### src/rtl/simple_spi_slave_pkg.sv
// Shared definitions for the SPI slave: FSM state encoding, byte width and
// the fill byte that is shifted out when no transmit data is available.
package simple_spi_slave_pkg;

    localparam int BYTE_W = 8;

    localparam logic [BYTE_W-1:0] IDLE_FILL = 8'hFF;

    typedef enum logic [0:0] {
        ST_IDLE  = 1'b0,
        ST_SHIFT = 1'b1
    } state_t;

endpackage

### src/rtl/spi_slave_fifo.sv
// Receive FIFO for the SPI slave. Extra pointer bit distinguishes full from
// empty. A push into a full FIFO is accepted when a pop happens in the same
// cycle, because the pop frees the slot the push needs.
module spi_slave_fifo
    import simple_spi_slave_pkg::*;
#(
    parameter int DEPTH = 4,
    parameter int WIDTH = BYTE_W
) (
    input  logic             clk,
    input  logic             rst_n,
    input  logic             push,
    input  logic [WIDTH-1:0] push_data,
    input  logic             pop,
    output logic [WIDTH-1:0] head,
    output logic             full,
    output logic             empty
);

    localparam int AW = $clog2(DEPTH);

    logic [WIDTH-1:0] mem [DEPTH];
    logic [AW:0]      wptr;
    logic [AW:0]      rptr;
    logic             do_pop;
    logic             do_push;

    assign empty   = (wptr == rptr);
    assign full    = (wptr[AW] != rptr[AW]) && (wptr[AW-1:0] == rptr[AW-1:0]);
    assign do_pop  = pop & ~empty;
    assign do_push = push & (~full | do_pop);
    assign head    = mem[rptr[AW-1:0]];

    // Pointer bookkeeping; the only state that needs a reset.
    always_ff @(posedge clk or negedge rst_n) begin
        if (!rst_n) begin
            wptr <= '0;
            rptr <= '0;
        end else begin
            if (do_push) wptr <= wptr + 1'b1;
            if (do_pop)  rptr <= rptr + 1'b1;
        end
    end

    // Storage array, written only on an accepted push.
    always_ff @(posedge clk) begin
        if (do_push) mem[wptr[AW-1:0]] <= push_data;
    end

endmodule

### src/rtl/simple_spi_slave.sv
// SPI slave with RX FIFO and optional TX path.
// Optional transmit path enabled by defining SIMPLE_SPI_SLAVE_TX_EN; without
// it miso_o, tx_ready_o and tx_underrun_o are held at 0 and the TX inputs
// are ignored.
module simple_spi_slave
    import simple_spi_slave_pkg::*;
#(
    parameter int FIFO_DEPTH = 4,
    parameter int CPOL       = 0,
    parameter int CPHA       = 0
) (
    input  logic              clk_i,
    input  logic              rstn_i,
    input  logic              sck_i,
    input  logic              ss_n_i,
    input  logic              mosi_i,
    output logic              miso_o,
    output logic [BYTE_W-1:0] rx_data_o,
    output logic              rx_valid_o,
    input  logic              rx_ready_i,
    input  logic [BYTE_W-1:0] tx_data_i,
    input  logic              tx_valid_i,
    output logic              tx_ready_o,
    input  logic              clr_i,
    output logic              busy_o,
    output logic              rx_overrun_o,
    output logic              tx_underrun_o,
    output logic              frame_err_o
);

    localparam logic SCK_IDLE       = (CPOL != 0);
    // Leading edge is rising when CPOL=0; sampling on leading edge when CPHA=0.
    localparam logic SAMPLE_ON_RISE = ((CPOL != 0) == (CPHA != 0));

    logic sck_p0, sck_p1, sck_p2;
    logic ss_p0, ss_p1, ss_p2;
    logic mosi_p0, mosi_p1;

    state_t            state;
    logic [2:0]        cnt;
    logic [BYTE_W-1:0] shreg;
    logic              push_pend;

    logic sck_rise, sck_fall, sample_edge, shift_edge;
    logic ss_fall, ss_rise;
    logic enter, in_frame, byte_done, ferr_set, ovr_set;
    logic fifo_full, fifo_empty, pop;

    // Two-flop synchronizers plus one delayed copy of sck/ss for edge detection.
    always_ff @(posedge clk_i or negedge rstn_i) begin
        if (!rstn_i) begin
            sck_p0  <= SCK_IDLE;
            sck_p1  <= SCK_IDLE;
            sck_p2  <= SCK_IDLE;
            ss_p0   <= 1'b1;
            ss_p1   <= 1'b1;
            ss_p2   <= 1'b1;
            mosi_p0 <= 1'b0;
            mosi_p1 <= 1'b0;
        end else begin
            sck_p0  <= sck_i;
            sck_p1  <= sck_p0;
            sck_p2  <= sck_p1;
            ss_p0   <= ss_n_i;
            ss_p1   <= ss_p0;
            ss_p2   <= ss_p1;
            mosi_p0 <= mosi_i;
            mosi_p1 <= mosi_p0;
        end
    end

    assign sck_rise    = sck_p1 & ~sck_p2;
    assign sck_fall    = ~sck_p1 & sck_p2;
    assign sample_edge = SAMPLE_ON_RISE ? sck_rise : sck_fall;
    assign shift_edge  = SAMPLE_ON_RISE ? sck_fall : sck_rise;
    assign ss_fall     = ~ss_p1 & ss_p2;
    assign ss_rise     = ss_p1 & ~ss_p2;

    // Frame end has priority over a coincident sck edge.
    assign enter     = (state == ST_IDLE) && ss_fall;
    assign in_frame  = (state == ST_SHIFT) && !ss_rise;
    assign byte_done = in_frame && sample_edge && (cnt == 3'd7);
    assign ferr_set  = (state == ST_SHIFT) && ss_rise && (cnt != 3'd0);
    assign pop       = rx_ready_i & ~fifo_empty;
    assign ovr_set   = push_pend & fifo_full & ~pop;
    assign busy_o    = (state == ST_SHIFT);

    // Frame FSM, bit counter and the one-cycle-late FIFO push request.
    always_ff @(posedge clk_i or negedge rstn_i) begin
        if (!rstn_i) begin
            state     <= ST_IDLE;
            cnt       <= 3'd0;
            push_pend <= 1'b0;
        end else begin
            push_pend <= byte_done;
            if (enter) begin
                state <= ST_SHIFT;
                cnt   <= 3'd0;
            end else if (state == ST_SHIFT && ss_rise) begin
                state <= ST_IDLE;
            end else if (in_frame && sample_edge) begin
                cnt <= cnt + 3'd1;
            end
        end
    end

    // Receive shift register; holds the assembled byte until the push cycle.
    always_ff @(posedge clk_i) begin
        if (in_frame && sample_edge) shreg <= {shreg[BYTE_W-2:0], mosi_p1};
    end

    // Sticky receive-side error flags; a new event wins over clear.
    always_ff @(posedge clk_i or negedge rstn_i) begin
        if (!rstn_i) begin
            rx_overrun_o <= 1'b0;
            frame_err_o  <= 1'b0;
        end else begin
            rx_overrun_o <= ovr_set  | (rx_overrun_o & ~clr_i);
            frame_err_o  <= ferr_set | (frame_err_o  & ~clr_i);
        end
    end

    spi_slave_fifo #(
        .DEPTH (FIFO_DEPTH),
        .WIDTH (BYTE_W)
    ) u_fifo (
        .clk       (clk_i),
        .rst_n     (rstn_i),
        .push      (push_pend),
        .push_data (shreg),
        .pop       (pop),
        .head      (rx_data_o),
        .full      (fifo_full),
        .empty     (fifo_empty)
    );

    assign rx_valid_o = ~fifo_empty;

`ifdef SIMPLE_SPI_SLAVE_TX_EN
    logic [BYTE_W-1:0] tx_sh;
    logic              tx_load;
    logic              tx_shift;

    // The first bit of each byte is already on miso after a load, so the
    // non-sample edge at count 0 must not shift it away.
    assign tx_load  = enter | byte_done;
    assign tx_shift = in_frame && shift_edge && (cnt != 3'd0);
    assign miso_o   = tx_sh[BYTE_W-1];

    // Transmit holding register, ready handshake and underrun flag.
    always_ff @(posedge clk_i or negedge rstn_i) begin
        if (!rstn_i) begin
            tx_sh         <= '0;
            tx_ready_o    <= 1'b0;
            tx_underrun_o <= 1'b0;
        end else begin
            tx_ready_o    <= tx_load & tx_valid_i;
            tx_underrun_o <= (tx_load & ~tx_valid_i) | (tx_underrun_o & ~clr_i);
            if (tx_load) begin
                tx_sh <= tx_valid_i ? tx_data_i : IDLE_FILL;
            end else if (tx_shift) begin
                tx_sh <= {tx_sh[BYTE_W-2:0], 1'b0};
            end
        end
    end
`else
    logic unused_tx;

    assign unused_tx     = ^{tx_data_i, tx_valid_i};
    assign miso_o        = 1'b0;
    assign tx_ready_o    = 1'b0;
    assign tx_underrun_o = 1'b0;
`endif

endmodule
### config.mk
export PLATFORM = sky130hd
export DESIGN_NAME = simple_spi_slave
export DESIGN_NICKNAME = d
export VERILOG_FILES = /design/src/rtl/simple_spi_slave_pkg.sv /design/src/rtl/spi_slave_fifo.sv /design/src/rtl/simple_spi_slave.sv
export SDC_FILE = /design/constraint.sdc
export NUM_CORES = 1
export LEC_CHECK = 0
export CORE_MARGIN = 1.5
export CORE_UTILIZATION = 29
export CTS_CLUSTER_SIZE = 8
export DETAILED_ROUTE_END_ITERATION = 7
export PLACE_DENSITY_LB_ADDON = 0.12
export SKIP_CTS_REPAIR_TIMING = 1
export SLEW_MARGIN = 10
export SYNTH_ARGS = -nofsm -noshare
export SYNTH_HDL_FRONTEND = slang
export SYNTH_SLANG_ARGS = --single-unit
### constraint.sdc
create_clock -name clk_i -period 3.4 [get_ports clk_i]
set_clock_uncertainty 0.15 [all_clocks]
set_input_delay 0.51 -clock clk_i [delete_from_list [all_inputs] [get_ports clk_i]]
set_output_delay 0.51 -clock clk_i [all_outputs]
set_load 0.005 [all_outputs]
After elaboration in Yosys (flattened, before gate mapping):

Memory sizes are Yosys's and may differ from the RTL's.
Index checks and enable logic that the tools add are counted.

* register bits after elaboration: 29
* bits in writable memories: 32
* memories kept: 1

Memory list
* u_fifo.mem: words 4, bits a word 8, rd ports 1, clocked after memory_dff 0, write ports 1, RTL line spi_slave_fifo.sv:22 `logic [WIDTH-1:0] mem [DEPTH];`

* $add $sub $neg: 3
* eq/ne operators: 5
* mux-type cells: 7
* bitwise operators: 21
* reductions and logical operators: 12

Operators with widths (number)
* 1-bit bitwise AND: 10
* 3-bit by 1-bit adder with 3-bit output (second input constant): 3
* 3-bit 2-to-1 mux: 3
* 1-bit inverter: 8
* 1-bit logical AND: 7
* 1-bit 2-to-1 mux: 4
* 2-bit nonzero test: 2
* 3-bit == test: 1
* 3-bit == test (second input constant): 1
* 1-bit OR: 3
* 3-bit nonzero test: 1
* 2-bit == test: 1
* 2-bit inequality test (second input constant): 1
* 2-bit AND reduction: 1
* 1-bit logical NOT: 1
* 1-bit inequality test: 1

Depth between registers and ports, before layout:

Gate-level depths: netlist of the first run.

* depth in word-level cells: 8
* depth in mapped cells: 5
* depth with buffers taken out: 5

Modules after synthesis:

A second synthesis of the first run with hierarchy kept.

* cells, all modules: 153
* area, all modules: 2492.4 sq um

Modules (own cells, without submodules)
* spi_slave_fifo: times used 1, cells each 96, area an instance 1652.8 sq um
* simple_spi_slave: times used 1, cells each 57, area an instance 839.6 sq um

Worst setup path after synthesis of the first run:

Ideal clock, no wire load.

* path type: register to register
* from: reg u_fifo.wptr[1]
* to: mem u_fifo.mem[0][0] (netlist name) (enable)
* library setup time: 0.261 ns
* arrival time: 1.446 ns
* setup slack: 1.543 ns
* stages on the path, launching flop included: 4
* cells stage by stage: dfrtp_1 > xor2_1 > or4_4 > and3_2

* cells in the longest elaborated chain, start to end: 8

RTL lines
* from (decl): RTL line spi_slave_fifo.sv:23 `logic [AW:0] wptr;`
* from (signal assigned): RTL line spi_slave_fifo.sv:40 `if (do_push) wptr <= wptr + 1'b1;`
* 3-bit == test: RTL line spi_slave_fifo.sv:28 `assign empty = (wptr == rptr);`
* 1-bit inverter: RTL line spi_slave_fifo.sv:30, simple_spi_slave.sv:84
* 1-bit bitwise AND: RTL line simple_spi_slave.sv:84 `assign pop = rx_ready_i & ~fifo_empty;`
* 1-bit bitwise AND: RTL line spi_slave_fifo.sv:30 `assign do_pop = pop & ~empty;`
* 1-bit OR: RTL line spi_slave_fifo.sv:31 `assign do_push = push & (~full | do_pop);`
* 1-bit bitwise AND: RTL line spi_slave_fifo.sv:31
* 1-bit 2-to-1 mux: RTL line spi_slave_fifo.sv:47 `if (do_push) mem[wptr[AW-1:0]] <= push_data;`
* 1-bit 2-to-1 mux (implied by the code): RTL line spi_slave_fifo.sv:47
* to (decl): RTL line spi_slave_fifo.sv:22

Several ways; a longest one is shown, not always the timed one.

Worst setup path after layout of the first run:

* from: reg u_fifo.rptr[0]
* to: out rx_data_o[5]

* cells in the longest elaborated chain, start to end: 1

RTL lines
* from (decl): RTL line spi_slave_fifo.sv:24 `logic [AW:0] rptr;`
* from (signal assigned): RTL line spi_slave_fifo.sv:41 `if (do_pop) rptr <= rptr + 1'b1;`
* memory read 4 x 8 bit
* to (decl): RTL line simple_spi_slave.sv:18 `output logic [BYTE_W-1:0] rx_data_o,`

Every way passes these cells.

==> metrics, run 1 <==
WL/cell roughly 15 um; CP endpoint kind primary output; clock power share 29.6%; Int Power ~1400 uW; Synth Register Bits 61; max cap viols 0; Tightest Pin Transition 959 ps; Post-Synthesis Cells between 100 and 150; row count 33; Final HPWL DP 2680 um; Hold Path Stages 0; detailed router's first-iteration violation count 30; CTS buffer count 9; R2R depth 3; RePlAce Congestion 0.700; clock buffer depth 2; Final #Nets 192; starting density of the core between 20% and 30%; Crit path arrival time slightly above 2000 ps; first-pass GRT wire length 6730 um; Slew HR between 30% and 40%; total I/O pin count 31; antenna violation net count after detailed routing 0; Layout area overhead 19.0%; Core Box Area 0.00813 sq mm; Syn Area/Cell 17.1 sq um; placed cell area around 0.0027 sq mm; Startpoint Class register; f_max roughly 0.37 GHz; antenna diode instance count 0; I/O Buffers 18; CP max-delay cell mux4_2; Design Area, Final 0.00287 sq mm; PwrDens 641 mW/mm^2; CP Class register to primary output; initial antenna violation count 0; Inst Count DP 262; minimum clock period 2720 ps; die height roughly 94 um; vias in the first global route ~1300; Worst Path Buf+Inv 2; Sw Ratio 26.3%; Leakage Power 0.00105 uW; TritonCTS clock tree done; min-delay worst type register to register; maximum vdd ir drop between 200 and 250 uV; Crit Reg-Reg Startpoint u_fifo.rptr[1]; CTS Sinks 61; Seq/Total Area, Yosys between 70% and 80%; switching power just under 500 uW; Crit path required time ~2700 ps; most frequent cells in the layout edfxtp_1, dfrtp_1, clkdlybuf4s50_1; DRT Wirelength 4100 um; combinational power share 21.8%; Overflow after GRT 0; commonest non-fill, non-tap cell in the layout edfxtp_1; crit path cell chain buf_4, mux4_2, clkdlybuf4s50_1; non-filler cells, final 278; Worst-path clk slew 70 ps; CTS root buf clkbuf_8; Hold Path Origin mosi_p0; Max FO, Critical Path 9; setup_tns 0 ps; clk_lat worst skew 320 ps; drc violations 0; vias 1227; die width 94.2 um; htree depth 3; RSZ-0062 raised after global routing no; hold violation count in the final report 0; status finished clean; All-Layer GR Usage 10.7%; Vias/cell 4.41; Die Area just under 0.009 sq mm; sequential share of power approximately 49%; CP delay by family, top buffers and inverters; drt pass-1 iters 4; synth warn 0; largest net degree at the start of global routing 22; Distinct cells, synth 32; Slew Viols, Final 0; cell depth of the worst setup path 3; final setup fails 0; slowest stage delay, CP 520 ps; Finished Core Util 35.3%; share of cells above drive strength 1 19.1%; Final period util 80.0%; CP Launch Point u_fifo.rptr[0]; cell area after synthesis 0.00241 sq mm
-- registers in the layout, indices dropped and copies added, names as in the netlist --
| signal | count |
|---|---|
| busy_o | 1 |
| cnt | 3 |
| frame_err_o | 1 |
| mosi_p0 | 1 |
| mosi_p1 | 1 |
| push_pend | 1 |
| rx_overrun_o | 1 |
| sck_p0 | 1 |
| sck_p1 | 1 |
| sck_p2 | 1 |
| shreg | 8 |
| ss_p0 | 1 |
| ss_p1 | 1 |
| ss_p2 | 1 |
| u_fifo.mem | 32 |
| u_fifo.rptr | 3 |
| u_fifo.wptr | 3 |
-- area by class of cell --
| type | count | area (sq um) |
|---|---|---|
| clock buffers | 11 | 141 |
| clock inverters | 5 | 26.3 |
| fillers | 790 | 5260 |
| inverters | 8 | 30.0 |
| multi-input cells | 69 | 626 |
| flip-flops and latches | 61 | 1730 |
| well taps | 105 | 131 |
| repair buffers | 19 | 188 |
-- logic make-up (layout without fill, tap and decap cells) --
group | count (synthesis) | count (layout) | synth area share (%)
other | 1 | 3 | 0.155
AO/OA/AOI/OAI | 14 | 14 | 3.78
adder cells (fa/ha/maj) | 8 | 8 | 4.15
flip-flops | 61 | 61 | 71.7
XOR/XNOR | 7 | 7 | 2.54
multiplexers | 10 | 10 | 8.40
buffers and inverters | 13 | 43 | 2.70
AND/OR/NAND/NOR | 27 | 27 | 6.58
-- path summary, 6_finish.rpt --
path / end / slack (ps)
hold reg to reg: mosi_p1 / 200
max in group asynchronous: mosi_p1 / 1950
min in group asynchronous: u_fifo.wptr[2] / 570
setup reg to reg: u_fifo.mem[3][0] / 1100
hold / removal: mosi_p1 / 200
setup / recovery: rx_data_o[5] / 680
-- metal layers --
layer	global-route usage [%]	share of wire, %
met1	12.3	43
met2	17.9	51
met3	3.07	4.8
met4	5.97	1.7
met5	0	0
-- power by group through the flow --
stage | logic, uW | registers (uW) | clock network [uW]
2_1_floorplan | 271 | 869 | 0
3_3_place_gp | 406 | 910 | 0
3_5_place_dp | 412 | 912 | 0
4_1_cts | 413 | 897 | 567
5_1_grt | 455 | 903 | 609
6_report | 402 | 894 | 545
-- worst reg2reg max path, delay by kind of cell, from the launching register on --
family / cells / cell delay (ps)
DFF: 1 / 700
xor gates and xnor gates: 1 / 220
and+or+nand+nor: 2 / 960
-- through the flow --
| step | hold slack (ps) | power [uW] | setup WS, ps |
|---|---|---|---|
| 3_3_place_gp | 182 | 1320 | 990 |
| 4_1_cts | 201 | 1880 | 615 |
| 3_5_place_dp | 186 | 1320 | 982 |
| 5_1_grt | 210 | 1970 | 492 |
| 2_1_floorplan | 64.4 | 1140 | 1540 |
| 6_report | 201 | 1840 | 680 |
-- Yosys cell counts --
| library cell | n | area (sq um) |
|---|---|---|
| edfxtp_1 | 40 | 1200 |
| dfrtp_1 | 18 | 450 |
| ha_1 | 8 | 100 |
| inv_1 | 8 | 30.0 |
| mux4_2 | 8 | 180 |
| nand2_1 | 5 | 18.8 |
| xnor2_1 | 5 | 43.8 |
| and3_2 | 4 | 30.0 |
| buf_4 | 4 | 30.0 |
| nand3_1 | 4 | 20.0 |
| o21ai_0 | 4 | 20.0 |
| a21oi_1 | 3 | 15.0 |
| dfstp_2 | 3 | 78.8 |
| nand2b_1 | 3 | 18.8 |
| nor2_1 | 3 | 11.3 |
| a21boi_0 | 2 | 15.0 |
| mux2_2 | 2 | 22.5 |
| nor3b_1 | 2 | 15.0 |
| xor2_1 | 2 | 17.5 |
| a221o_1 | 1 | 10.0 |
| a31o_2 | 1 | 8.76 |
| and3_1 | 1 | 6.26 |
| and3b_1 | 1 | 8.76 |
| buf_2 | 1 | 5.00 |
| conb_1 | 1 | 3.75 |
| nand3b_1 | 1 | 7.51 |
| nor2b_1 | 1 | 6.26 |
| nor3_1 | 1 | 5.00 |
| o22ai_1 | 1 | 6.26 |
| o31ai_1 | 1 | 7.51 |
| o41ai_1 | 1 | 8.76 |
| or4_4 | 1 | 11.3 |
Power figures use the tool's default switching activity.
==> run 2: changes to the inputs <==
==> constraint.sdc (replaced) <==
create_clock -name clk_i -period 2.55 [get_ports clk_i]
set_clock_uncertainty 0.15 [all_clocks]
set_input_delay 0.3825 -clock clk_i [delete_from_list [all_inputs] [get_ports clk_i]]
set_output_delay 0.3825 -clock clk_i [all_outputs]
set_load 0.005 [all_outputs]
==> run 2 against run 1 <==
Global-route usage rose by 0.13 points; setup slack worse by 530 ps; wire length is 0.46% lower; utilization rose by 0.77 points; flip-flop and latch count unchanged; sequential power up 31%; sequential share of layout area is 1.2 points lower; combinational power grew 51%; cell area grew 2.2%; first-iteration DRC count increased by 97%; critical path depth stayed put; critical endpoint is now rx_data_o[6]; largest power group unchanged; highest routed layer unchanged.
==> metrics, run 2 (synthesis results as in run 1) <==
Slew Viols, Final 0 (unchanged); Startpoint Class register; I/O Buffers 18 (unchanged); max cap viols 0 (unchanged); flop-to-flop setup slack 460 ps (-640 ps); drc violations 0 (unchanged); min-delay worst type register to register; Crit path arrival time 1870 ps (-190 ps); antenna diode instance count 0 (unchanged); drt pass-1 iters 6 (+2); met3 Use GR 3.40% (+0.32 points); WHS 203 ps (+1.87 ps); Leakage Power 0.00109 uW (+3.3%); Die Area 0.00888 sq mm (unchanged); register area 0.00173 sq mm (about the same); commonest non-fill, non-tap cell in the layout edfxtp_1; CTS Sinks 61 (unchanged); Final HPWL DP 2780 um (+3.6%); slowest stage delay, CP 520 ps (about the same); CP endpoint kind primary output; htree depth 3 (unchanged); met1 usage 11.9% (-0.32 points); f_max 0.416 GHz; row count 33 (unchanged); Overflow after GRT 0 (unchanged); Layout area overhead 21.6%; detailed router's first-iteration violation count 59 (+97%); Max FO, Critical Path 5 (-4); DRT Wirelength 4090 um (-0.46%); RSZ-0062 raised after global routing no; total I/O pin count 31 (unchanged); area of the multi-input gates 626 sq um (unchanged); CP max-delay cell mux4_2; initial antenna violation count 0 (unchanged); vias in the first global route 1399 (+3.8%); most frequent cells in the layout edfxtp_1, clkdlybuf4s50_1, dfrtp_1; FILL cells 766 (-3.0%); hold violation count in the final report 0 (unchanged); final setup fails 0 (unchanged); WL/cell 14.4 um (-2.6%); first-pass GRT wire length 6890 um (+2.4%); RePlAce Congestion 0.757 (+8.1%); status finished clean; starting density of the core 29.7% (unchanged); Tightest Pin Transition 600 ps (-359 ps); clk_lat worst skew 320 ps (about the same); All-Layer GR Usage 10.9% (+0.13 points); die height 94.2 um (unchanged); vias 1257 (+2.4%); die width 94.2 um (unchanged); Vias/cell 4.43 (+0.28%); Place WS 298 ps (-684 ps); CP Class register to primary output; max FFs per register 32 (unchanged); PwrDens 879 mW/mm^2 (+37%); Final Worst Setup Slack 148 ps (-532 ps); Crit path required time 2020 ps (-720 ps); busiest grt layer met2; Final period util between 90% and 100%; CTS buffer count 9 (unchanged); clock buffer depth 2 (unchanged); CTS root buf clkbuf_8; crit path cell chain buf_4, mux4_2, clkdlybuf4s50_1; antenna violation net count after detailed routing 0 (unchanged); Core Box Area 0.00813 sq mm (unchanged); met2 Use GR 18.5% (+0.54 points); largest net degree at the start of global routing 14 (-36%); Worst-path clk slew 70 ps (about the same); Final #Nets 198 (+3.1%); TritonCTS clock tree done; maximum vdd ir drop 330 uV (+57%); share of cells above drive strength 1 22.3% (+3.3 points); minimum clock period between 2000 and 2500 ps; Slew HR 59.9% (+24 points)
==> run 2: cell count changes in the layout (fill, tap and decap cells not counted) <==
cell,before,now
bufinv_16,0,1
buf_4,1,7
clkinv_1,2,0
dfrtp_2,0,1
dfrtp_1,18,17
clkbuf_1,1,3
clkbuf_8,10,9
==> run 2: report_power, final <==
group          switching, uW  total, uW  internal [uW]
Clock                    349        800            451
Combinational            232        608            376
Sequential              66.3       1170           1110
==> run 2: worst paths after layout <==
kind / from / to / cells after the start
hold / removal: mosi_p0 / mosi_p1 / 0
max in group asynchronous: rstn_i / mosi_p1 / 2
min in group asynchronous: rstn_i / u_fifo.rptr[2] / 1
setup / recovery: u_fifo.rptr[0] / rx_data_o[6] / 3
setup reg to reg: u_fifo.rptr[1] / u_fifo.mem[3][4] / 3
hold reg to reg: mosi_p0 / mosi_p1 / 0
==> run 2: worst max-delay path: cells and delay by family (launching register included) <==
family | cells | cell delay [ps]
muxes | 1 | 520
DFF | 1 | 400
buffers and inverters | 2 | 630
==> run 2: layout make-up <==
type / instances / share of cell area [%]
clock buffers: 12 / 4.60
clock inverters: 4 / 1.66
inverters: 8 / 1.02
repair buffers: 25 / 7.93
well taps: 105 / 4.48
flip-flops and latches: 61 / 59.0
multi-input cells: 69 / 21.3
==> run 2: metrics by stage <==
stage	total power, uW	utilization [%]	cell area, sq um	TNS, ps	instances
6_report	2580	36.1	2940	0	284
5_1_grt	2750	36.1	2940	0	284
4_1_cts	2610	35.9	2920	-290	282
3_5_place_dp	1790	33.6	2740	0	266
3_3_place_gp	1780	33.6	2740	0	266
2_1_floorplan	1520	-	2420	0	143
==> run 2: metal layers <==
metal	up-vias	share of wire (%)	wire length [um]
met5	-	0	0
met4	0	0.78	32
met3	2	4.1	166
met2	30	53	2150
met1	638	42	1730
li1	587	-	-
==> run 3: changes to the inputs <==
--- a/config.mk
+++ b/config.mk
@@ -5,7 +5,6 @@
 export SDC_FILE = /design/constraint.sdc
 export NUM_CORES = 1
 export LEC_CHECK = 0
-export CORE_MARGIN = 1.5
 export CORE_UTILIZATION = 29
 export CTS_CLUSTER_SIZE = 8
 export DETAILED_ROUTE_END_ITERATION = 7
==> run 3 against run 2 <==
Die area down 2.1%; via count down 2.4%; cell area down 0.72%; combinational power hardly changed.
==> metrics, run 3 (synthesis results as in run 1) <==
antenna diode instance count 0 (unchanged); slowest stage delay, CP 530 ps (about the same); setup_tns 0 ps (unchanged); min-delay worst type register to register; CP endpoint kind primary output; hold endpoint mosi_p1; commonest non-fill, non-tap cell in the layout edfxtp_1; initial antenna violation count 0 (unchanged); TritonCTS clock tree done; starting density of the core 30.6% (+0.93 points); crit path cell chain buf_4, mux4_2, clkdlybuf4s50_1; RePlAce Congestion 0.794 (+4.9%); total I/O pin count 31 (unchanged); Worst-path clk slew 70 ps (about the same); die width 93.2 um (-1.1%); sequential share of power 44.7% (-0.8 points); Vias/cell 4.40 (-0.64%); minimum clock period 2410 ps (+8.78 ps); busiest grt layer met2; CTS buffer count 9 (unchanged); Die Area 0.00869 sq mm (-2.1%); clk_lat worst skew 330 ps (about the same); drc violations 0 (unchanged); Slew Viols, Final 0 (unchanged); CP Launch Point u_fifo.rptr[0]; Final #Nets 196 (-1.0%); Crit Reg-Reg Startpoint u_fifo.rptr[0]; Tot Pwr 2550 uW (-1.1%); Overflow after GRT 0 (unchanged); Hold Path Stages 0 (unchanged); drt pass-1 iters 4 (-2); die height 93.2 um (-1.1%); final setup fails 0 (unchanged); Leakage Power 0.00108 uW (-0.97%); Crit path required time 2020 ps (about the same); most frequent cells in the layout edfxtp_1, dfrtp_1, clkdlybuf4s50_1; Final period util 94.5% (+0.34 points); WL/cell 14.7 um (+2.1%); f_max 0.415 GHz (-0.36%); PwrDens 876 mW/mm^2 (-0.38%); vias 1227 (-2.4%); Core Box Area 0.00789 sq mm (-3.0%); share of cells above drive strength 1 20.3% (-2.0 points); CTS root buf clkbuf_8; clock buffer depth 2 (unchanged); Tightest Pin Transition 545 ps (-55.0 ps); CP max-delay cell mux4_2; Startpoint Class register; met2 Use GR 18.1% (-0.33 points); status finished clean; antenna violation net count after detailed routing 0 (unchanged); first-pass GRT wire length 6910 um (+0.29%); DRT Wirelength 4100 um (+0.32%); I/O Buffers 18 (unchanged); Final HPWL DP 2680 um (-3.4%); Hold Path Origin mosi_p0; detailed router's first-iteration violation count 47 (-20%); Slew HR 63.2% (+3.3 points); Layout area overhead 20.7%; switching power 645 uW (-0.25%); htree depth 3 (unchanged); met3 Use GR 3.09% (-0.31 points); flop-to-flop setup slack 500 ps (+40 ps); met1 usage 13.2% (+1.3 points); vias in the first global route 1373 (-1.9%); maximum vdd ir drop 265 uV (-20%); largest net degree at the start of global routing 13 (-1); Sw Ratio 25.3% (+0.22 points); max FFs per register 32 (unchanged); All-Layer GR Usage 11.1% (+0.24 points); R2R depth 4 (+1); hold violation count in the final report 0 (unchanged); max cap viols 0 (unchanged); Int Power 1910 uW (-1.4%); RSZ-0062 raised after global routing no; Max FO, Critical Path 10 (+5); CTS Sinks 61 (unchanged); clock power share 31.3% (+0.3 points); row count 32 (-3.0%); Crit Reg-Reg Endpoint u_fifo.mem[3][0]; CP Class register to primary output; combinational power share 23.9% (+0.3 points); Crit path arrival time 1880 ps (about the same)
## run 3: worst max-delay path by stage
stage                  endpoint  slack [ps]
2_1_floorplan  u_fifo.mem[0][0]         690
3_3_place_gp   u_fifo.mem[3][3]         310
3_5_place_dp   u_fifo.mem[3][3]         290
4_1_cts            rx_data_o[6]          90
5_1_grt            rx_data_o[6]          50
6_report           rx_data_o[6]         140
## run 3: power groups by stage
stage	sequential, uW	combinational (uW)	clock, uW
final	1140	611	800
after global routing	1150	680	876
after CTS	1140	629	825
after detailed placement	1160	631	0
after global placement	1160	616	0
after floorplan	1160	362	0
## run 3: per-layer routing
layer | vias to the layer above | wire length [um]
met4 | 0 | 102
met1 | 612 | 1820
met5 | - | 0
li1 | 584 | -
met3 | 10 | 131
met2 | 21 | 2040
## run 3: cell type report
class	instances	area, sq um
clock buffers	11	131
clock inverters	5	51.3
fillers	736	4970
inverters	8	30.0
multi-input cells	69	626
flip-flops and latches	61	1730
well taps	102	128
repair buffers	23	218
## run 3: worst max-delay path, delay by kind of cell (launching register included)
family,cells,cell delay (ps)
buffers and inverters,2,700
muxes,1,530
DFF,1,320
## run 3: per-stage QoR
stage,cell area (sq um),hold WS (ps),worst slack (ps),utilization [%],cells
after floorplan,2420,-63.1,693,-,143
after global placement,2730,185,315,34.6,263
after detailed placement,2730,186,291,34.6,263
after CTS,2910,202,88.3,36.9,279
after global routing,2910,214,47.2,36.9,279
final,2910,198,139,36.9,279
